[config.mk]
export PLATFORM = sky130hd
export DESIGN_NAME = gt_common_ctrl
export DESIGN_NICKNAME = d
export VERILOG_FILES = /design/src/rtl/gt_common_ctrl.sv
export SDC_FILE = /design/constraint.sdc
export NUM_CORES = 1
export LEC_CHECK = 0
export CORE_MARGIN = 1
export CORE_UTILIZATION = 40
export DETAILED_ROUTE_END_ITERATION = 8
export GPL_TIMING_DRIVEN = 0
export MAX_ROUTING_LAYER = met4
export PLACE_DENSITY = 0.8
export SKIP_CTS_REPAIR_TIMING = 1
export SYNTH_ARGS = -nofsm -noshare
export SYNTH_HDL_FRONTEND = slang
export SYNTH_SLANG_ARGS = --single-unit
[constraint.sdc]
create_clock -name DRP_CLK -period 3.38 [get_ports DRP_CLK]
set_input_delay 0.676 -clock DRP_CLK [delete_from_list [all_inputs] [get_ports DRP_CLK]]
set_output_delay 0.676 -clock DRP_CLK [all_outputs]
set_load 0.1 [all_outputs]
[src/rtl/gt_common_ctrl.sv]
// GTP common-block controller: per-PLL power/reset/lock sequencing and a
// round-robin arbiter sharing the single common DRP port between two requesters.
module gt_common_ctrl #(
  parameter int RESET_CYCLES = 16,
  parameter int LOCK_FILTER  = 8,
  parameter int LOCK_TIMEOUT = 4096,
  parameter int DRP_TIMEOUT  = 64
) (
  input  logic             DRP_CLK,
  input  logic             RST,
  input  logic [1:0]       PLL_EN,
  input  logic [1:0]       PLL_RST_REQ,
  input  logic [1:0]       PLL_LOCK,
  input  logic [1:0]       PLL_REFCLKLOST,
  output logic [1:0]       PLL_PD,
  output logic [1:0]       PLL_RESET,
  output logic [1:0]       PLL_READY,
  output logic [1:0]       PLL_FAIL,
  input  logic [1:0]       REQ_EN,
  input  logic [1:0]       REQ_WE,
  input  logic [1:0][7:0]  REQ_ADDR,
  input  logic [1:0][15:0] REQ_DI,
  output logic [1:0]       REQ_RDY,
  output logic [1:0]       REQ_ERR,
  output logic [15:0]      REQ_DO,
  output logic [7:0]       DRP_ADDR,
  output logic             DRP_EN,
  output logic [15:0]      DRP_DI,
  output logic             DRP_WE,
  input  logic [15:0]      DRP_DO,
  input  logic             DRP_RDY
);

  localparam int PCNT_MAX = (RESET_CYCLES > LOCK_TIMEOUT) ? RESET_CYCLES : LOCK_TIMEOUT;
  localparam int CNT_W    = $clog2(PCNT_MAX + 1);
  localparam int FLT_W    = $clog2(LOCK_FILTER + 1);
  localparam int TO_W     = $clog2(DRP_TIMEOUT + 1);

  typedef enum logic [2:0] {P_OFF, P_RESET, P_WAIT, P_READY, P_FAIL} pll_st_e;
  typedef enum logic [1:0] {A_IDLE, A_ISSUE, A_WAIT, A_DONE} arb_st_e;

  logic [1:0] lock_m_q, lock_s_q, refl_m_q, refl_s_q;

  pll_st_e            pst_q  [2];
  pll_st_e            pst_d  [2];
  logic [CNT_W-1:0]   pcnt_q [2];
  logic [CNT_W-1:0]   pcnt_d [2];
  logic [FLT_W-1:0]   filt_q [2];
  logic [FLT_W-1:0]   filt_d [2];
  logic [1:0] pd_q, pd_d, prst_q, prst_d, prdy_q, prdy_d, pfail_q, pfail_d;

  arb_st_e           ast_q, ast_d;
  logic              gnt_q, gnt_d, rr_q, rr_d, g_sel;
  logic [TO_W-1:0]   tcnt_q, tcnt_d;
  logic [7:0]        addr_q, addr_d;
  logic [15:0]       di_q, di_d, rdo_q, rdo_d;
  logic              we_q, we_d, en_q, en_d;
  logic [1:0]        rdy_q, rdy_d, err_q, err_d;

  // Lock and refclk-lost are asynchronous to DRP_CLK
  always_ff @(posedge DRP_CLK or posedge RST) begin
    if (RST) begin
      lock_m_q <= '0;
      lock_s_q <= '0;
      refl_m_q <= '0;
      refl_s_q <= '0;
    end else begin
      lock_m_q <= PLL_LOCK;
      lock_s_q <= lock_m_q;
      refl_m_q <= PLL_REFCLKLOST;
      refl_s_q <= refl_m_q;
    end
  end

  always_comb begin
    for (int i = 0; i < 2; i++) begin
      pst_d[i]  = pst_q[i];
      pcnt_d[i] = pcnt_q[i];
      filt_d[i] = filt_q[i];
      if (!PLL_EN[i]) begin
        pst_d[i]  = P_OFF;
        pcnt_d[i] = '0;
        filt_d[i] = '0;
      end else if (PLL_RST_REQ[i] && (pst_q[i] != P_OFF)) begin
        pst_d[i]  = P_RESET;
        pcnt_d[i] = '0;
        filt_d[i] = '0;
      end else begin
        case (pst_q[i])
          P_OFF: begin
            pst_d[i]  = P_RESET;
            pcnt_d[i] = '0;
            filt_d[i] = '0;
          end
          P_RESET: begin
            if (pcnt_q[i] == CNT_W'(RESET_CYCLES - 1)) begin
              pst_d[i]  = P_WAIT;
              pcnt_d[i] = '0;
              filt_d[i] = '0;
            end else begin
              pcnt_d[i] = pcnt_q[i] + CNT_W'(1);
            end
          end
          P_WAIT: begin
            pcnt_d[i] = pcnt_q[i] + CNT_W'(1);
            filt_d[i] = lock_s_q[i] ? filt_q[i] + FLT_W'(1) : '0;
            // A completed filter takes precedence over a coincident timeout
            if (lock_s_q[i] && (filt_q[i] == FLT_W'(LOCK_FILTER - 1)))
              pst_d[i] = P_READY;
            else if (pcnt_q[i] == CNT_W'(LOCK_TIMEOUT - 1))
              pst_d[i] = P_FAIL;
          end
          P_READY: begin
            if (!lock_s_q[i] || refl_s_q[i]) begin
              pst_d[i]  = P_RESET;
              pcnt_d[i] = '0;
              filt_d[i] = '0;
            end
          end
          default: ;
        endcase
      end
      pd_d[i]    = (pst_q[i] == P_OFF);
      prst_d[i]  = (pst_q[i] == P_OFF) || (pst_q[i] == P_RESET) || (pst_q[i] == P_FAIL);
      prdy_d[i]  = (pst_q[i] == P_READY);
      pfail_d[i] = (pst_q[i] == P_FAIL);
    end
  end

  always_ff @(posedge DRP_CLK or posedge RST) begin
    if (RST) begin
      for (int i = 0; i < 2; i++) begin
        pst_q[i]  <= P_OFF;
        pcnt_q[i] <= '0;
        filt_q[i] <= '0;
      end
      pd_q    <= 2'b11;
      prst_q  <= 2'b11;
      prdy_q  <= '0;
      pfail_q <= '0;
    end else begin
      for (int i = 0; i < 2; i++) begin
        pst_q[i]  <= pst_d[i];
        pcnt_q[i] <= pcnt_d[i];
        filt_q[i] <= filt_d[i];
      end
      pd_q    <= pd_d;
      prst_q  <= prst_d;
      prdy_q  <= prdy_d;
      pfail_q <= pfail_d;
    end
  end

  always_comb begin
    ast_d  = ast_q;
    gnt_d  = gnt_q;
    rr_d   = rr_q;
    tcnt_d = tcnt_q;
    addr_d = addr_q;
    di_d   = di_q;
    we_d   = we_q;
    rdo_d  = rdo_q;
    en_d   = 1'b0;
    rdy_d  = '0;
    err_d  = '0;
    g_sel  = (REQ_EN == 2'b11) ? rr_q : REQ_EN[1];
    case (ast_q)
      A_IDLE: begin
        if (|REQ_EN) begin
          gnt_d  = g_sel;
          rr_d   = ~g_sel;
          addr_d = REQ_ADDR[g_sel];
          di_d   = REQ_DI[g_sel];
          we_d   = REQ_WE[g_sel];
          ast_d  = A_ISSUE;
        end
      end
      A_ISSUE: begin
        en_d   = 1'b1;
        tcnt_d = '0;
        ast_d  = A_WAIT;
      end
      A_WAIT: begin
        if (DRP_RDY) begin
          rdy_d[gnt_q] = 1'b1;
          rdo_d        = DRP_DO;
          ast_d        = A_DONE;
        end else if (tcnt_q == TO_W'(DRP_TIMEOUT - 1)) begin
          rdy_d[gnt_q] = 1'b1;
          err_d[gnt_q] = 1'b1;
          rdo_d        = 16'hDEAD;
          ast_d        = A_DONE;
        end else begin
          tcnt_d = tcnt_q + TO_W'(1);
        end
      end
      // Gives the requester a cycle to drop REQ_EN before re-arbitration
      default: ast_d = A_IDLE;
    endcase
  end

  always_ff @(posedge DRP_CLK or posedge RST) begin
    if (RST) begin
      ast_q  <= A_IDLE;
      gnt_q  <= 1'b0;
      rr_q   <= 1'b0;
      tcnt_q <= '0;
      addr_q <= '0;
      di_q   <= '0;
      we_q   <= 1'b0;
      rdo_q  <= '0;
      en_q   <= 1'b0;
      rdy_q  <= '0;
      err_q  <= '0;
    end else begin
      ast_q  <= ast_d;
      gnt_q  <= gnt_d;
      rr_q   <= rr_d;
      tcnt_q <= tcnt_d;
      addr_q <= addr_d;
      di_q   <= di_d;
      we_q   <= we_d;
      rdo_q  <= rdo_d;
      en_q   <= en_d;
      rdy_q  <= rdy_d;
      err_q  <= err_d;
    end
  end

  assign PLL_PD    = pd_q;
  assign PLL_RESET = prst_q;
  assign PLL_READY = prdy_q;
  assign PLL_FAIL  = pfail_q;
  assign REQ_RDY   = rdy_q;
  assign REQ_ERR   = err_q;
  assign REQ_DO    = rdo_q;
  assign DRP_ADDR  = addr_q;
  assign DRP_DI    = di_q;
  assign DRP_WE    = we_q;
  assign DRP_EN    = en_q;

endmodule
-- Yosys cells after proc, flatten, opt, wreduce, memory -nomap -nowiden
Index checks and enable logic that the tools add are counted.
- bits in registers: 113
- $add $sub $neg: 5
- magnitude comparators: 3
- eq/ne operators: 30
- multiplexer cells: 60
- bitwise gates (word level): 1
- reductions and logical operators: 31
- operators with widths (cell ; number):
    $mux 13 ; 8
    $pmux 13 s4 ; 2
    $mux 16 ; 4
    $mux 4 ; 10
    $mux 3 ; 12
    $pmux 4 s4 ; 2
    $add 13x1->13 const B ; 2
    $eq 13x12->1 const B ; 2
    $eq 13x4->1 const B ; 2
    $pmux 3 s4 ; 2
    $mux 2 ; 8
    $mux 8 ; 2
    $mux 7 ; 2
    $pmux 7 s2 ; 1
    $eq 3x2->1 const B ; 4
    $ne 6x1->1 const B ; 2
    $ne 5x5->1 const B ; 2
    $reduce_and 2->1 ; 5
    $reduce_and 3->1 ; 3
    $add 4x1->4 const B ; 2
    $eq 4x3->1 const B ; 2
    $ne 4x2->1 const B ; 2
    $ne 4x4->1 const B ; 2
    $reduce_and 4->1 ; 2
    other kinds (22) ; 45

-- Longest topological paths before layout
- word-level depth: 7
- depth in mapped cells: 8
- depth with buffers taken out: 7

-- Worst setup path after synthesis
OpenSTA, ideal clock, no wires.
- path kind: input to register
- start: in PLL_RST_REQ[0]
- end: reg pcnt_q[23] (netlist name)
- library setup time: 0.083 ns
- arrival: 1.852 ns
- path slack: 1.446 ns
- stages: 7
- path buffers: 2
- cells stage by stage: or4b_1 > nand4_1 > and3_4 > buf_8 > buf_12 > nand2_2 > a31oi_1
- longest elaborated chain between the ends: 3
- RTL lines (item ; RTL line ; source):
    from (decl) ; 12 ; input logic [1:0] PLL_RST_REQ,
    $logic_and 1x1->1 * ; 84 ; end else if (PLL_RST_REQ[i] && (pst_q[i] != P_OFF)) begin
    $ne 6x1->1 (no source line) (tied with other cells) ; n/a ;
    $reduce_and 2->1 (no source line) or $mux 13 (tied branches) ; n/a ;
    to (signal, indexed assignment) ; 144 ; pcnt_q[i] <= pcnt_d[i];
    to (decl) ; 46 ; logic [CNT_W-1:0] pcnt_q [2];
Every way passes the cells marked *; elsewhere a longest branch is shown, timed or not.
A chain may end at the register's enable or synchronous reset.

-- Worst setup path in the final report
- start: reg prst_q[1], in the netlist PLL_RESET[1]
- end: out PLL_RESET[1]
- RTL lines (item ; RTL line ; source):
    from (decl) ; 50 ; logic [1:0] pd_q, pd_d, prst_q, prst_d, prdy_q, prdy_d, pfail_q, pfail_d;
    from (signal assigned) ; 148 ; prst_q <= prst_d;
    to (decl) ; 16 ; output logic [1:0] PLL_RESET,
No word-level cell between the ends.

==> flow_metrics.env <==
export IMPL_status="complete, no violations"
export IMPL_worstHoldStart="lock_m_q[1]"
export IMPL_vias_per_cell=5.51
export IMPL_drcViolationCount=0
export IMPL_async_reset_ff_share_pct=100
export IMPL_yosysSeqAreaShare_pct=55.2
export IMPL_start_util_pct=41.8
export IMPL_io_pins=133
export IMPL_synth_top_area_cell="dfrtp_1"
export IMPL_cts_root_buf="clkbuf_16"
export IMPL_grt_met1_usage_pct=25.4
export IMPL_synth_edf_count=0
export IMPL_setup_ws_ns=0.672
export IMPL_yosysMostFrequentCell="dfrtp_1"
export IMPL_leakagePower_nw=3.23
export IMPL_crit_path_start_kind="flip-flop"
export IMPL_area_delta_synth_final_pct=42.9
export IMPL_dieWidth_um=115
export IMPL_rsz0062_at_grt="false"
export IMPL_ys_warn_count=0
export IMPL_cts_buffers=17
export IMPL_slew_headroom_pct=33.4
export IMPL_r2r_cells=7
export IMPL_finalNetCount=707
export IMPL_r2r_slack_ns=1.11
export IMPL_dr_pass1_iters=7
export IMPL_worstPathRequired_ns=2.70
export IMPL_postSynthAreaPerCell_sq_um=11.0
export IMPL_min_path_cells=0
export IMPL_clk_latency_ns=0.41
export IMPL_hold_class="flip-flop to flip-flop"
export IMPL_layout_cells_non_filler=799
export IMPL_dp_cells=768
export IMPL_synth_common_cells="dfrtp_1, inv_1, nor2_1"
export IMPL_core_area_sq_um=12300
export IMPL_finalClockSkew_ns=0.00701
export IMPL_crit_chain="clkdlybuf4s50_1"
export IMPL_syn_num_nets=554
export IMPL_crit_path_max_incr_delay_ns=1.12
export IMPL_grtUsageMet3_pct=5.69
export IMPL_crit_reg2reg_launch="ast_q[0]"
export IMPL_overflow=0
export IMPL_worst_path_buf_inv=1
export IMPL_cts_max_level=4
export IMPL_final_core_util_pct=59.8
export IMPL_hpwl_um=8900
export IMPL_clk_pin_slew_ns=0.05
export IMPL_tightestPinTransition_ns=0.996
export IMPL_p_per_area_nw_per_um2=953
export IMPL_die_h_um=115
export IMPL_critPathMaxFanout=1
export IMPL_wl_per_cell_um=16.0
export IMPL_cts_tree="done"
export IMPL_drt_iter0_drc=342
export IMPL_max_clock_path_buffers=2
export IMPL_grt_max_degree=45
export IMPL_antenna_found_initial=0
export IMPL_setup_viol=0
export IMPL_hold_viol=0
export IMPL_fin_crit_ns=2.71
export IMPL_diodes=0
export IMPL_antenna_left=0
export IMPL_grt_pass1_wl_um=21400
export IMPL_gp_congestion=0.897
export IMPL_rows=40
export IMPL_die_area_sq_um=13300
export IMPL_busiest_layer="met2"
export IMPL_cts_sinks=113
export IMPL_vias=4404
export IMPL_crit_type="flip-flop to output port"
export IMPL_drv_slew=0
export IMPL_portBuffers=132
export IMPL_track_usage_pct=21.7
export IMPL_drive_gt1_share_pct=11.6
export IMPL_r2r_end="DRP_DI[3]"
export IMPL_cp_end_kind="output port"
export IMPL_synthDistinctLibCells=71
export IMPL_ys_seq_elements=113
export IMPL_crit_family="buffers and inverters"
export IMPL_finalSetupTns_ns=0
export IMPL_synthCells=466
export IMPL_peakVddDrop_uv=769
export IMPL_netlist_area_leader_share_pct=53.2
export IMPL_period_share_pct=80.1
export IMPL_clock_fmax_mhz=369
export IMPL_dominantRegCellSynth="dfrtp_1"
export IMPL_grt_pass1_vias=4438
export IMPL_place_ws_ns=0.607
export IMPL_cpMaxStageDelayCell="clkdlybuf4s50_1"
export IMPL_max_cap_violations=0
export IMPL_drt_wl_total_um=12800
export IMPL_syn_cell_area_sq_um=5130
export IMPL_synth_area_top_cells="dfrtp_1, a222oi_1, inv_1"
export IMPL_hold_path_endpoint="lock_s_q[1]"
export IMPL_grt_use_met2_pct=36.3
export IMPL_cp_data_arrival_time_ns=2.03
[cell type report]
cell class	count	area (sq um)
buffer	19	120
clock buffer	20	467
clock inverter	11	160
fill	995	4930
inverter	39	150
multi-input combinational	295	2030
sequential	113	2830
tap	168	210
timing repair buffer	134	1360
[placed cells by master, fill, tap and decap left out, types with 12 or more instances in the layout]
cell,count
a21oi_1,13
a222oi_1,25
clkbuf_16,17
clkdlybuf4s50_1,132
dfrtp_1,109
inv_1,38
nand2_1,29
nand3_1,20
nor2_1,32
nor3_1,12
o21ai_0,17
[through the flow]
stage                     hold WS (ns)  total power, mW  cell area, sq um
after floorplan                  0.331             4.27              5130
after global placement           0.337             5.04              6660
after detailed placement         0.337             5.12              6700
after CTS                        0.349             7.03              7330
after global routing             0.362             7.25              7330
final                            0.347             6.98              7330
[logic make-up after synthesis]
| group | synth area share (%) |
|---|---|
| xor gates and xnor gates | 2.05 |
| adders and majority gates | 2.20 |
| DFF | 55.2 |
| buffers and inverters | 5.20 |
| and+or+nand+nor | 15.9 |
| AOI/OAI and AO/OA | 18.8 |
| muxes | 0.610 |
[state kept, by name (all words and copies together) (netlist names), 6 cells and up]
name / count
DRP_ADDR: 8
DRP_DI: 16
REQ_DO: 16
filt_q: 8
pcnt_q: 26
pst_q: 6
tcnt_q: 7
[power by group]
part | leakage (nW) | internal (mW) | switching [mW]
clock network | 0.307 | 1.28 | 0.606
logic | 1.47 | 0.813 | 2.42
registers | 1.45 | 1.67 | 0.196
total | 3.23 | 3.76 | 3.23
[metal layers]
layer	wire length, um	up-vias
li1	-	2045
met1	5380	2184
met2	6610	154
met3	627	21
met4	153	0
met5	0	-
[how the worst max path moves through the flow]
stage                            start           end  slack (ns)  cells past startpoint
final                     PLL_RESET[1]  PLL_RESET[1]        0.67                      1
after global routing      PLL_RESET[1]  PLL_RESET[1]        0.62                      1
after CTS                 PLL_RESET[1]  PLL_RESET[1]        0.65                      1
after detailed placement     REQ_EN[1]     DRP_DI[3]        0.61                      6
after global placement             RST    REQ_DO[15]        0.31                      2
after floorplan                    RST   DRP_ADDR[0]        1.34                      1
Power figures use the tool's default switching activity.
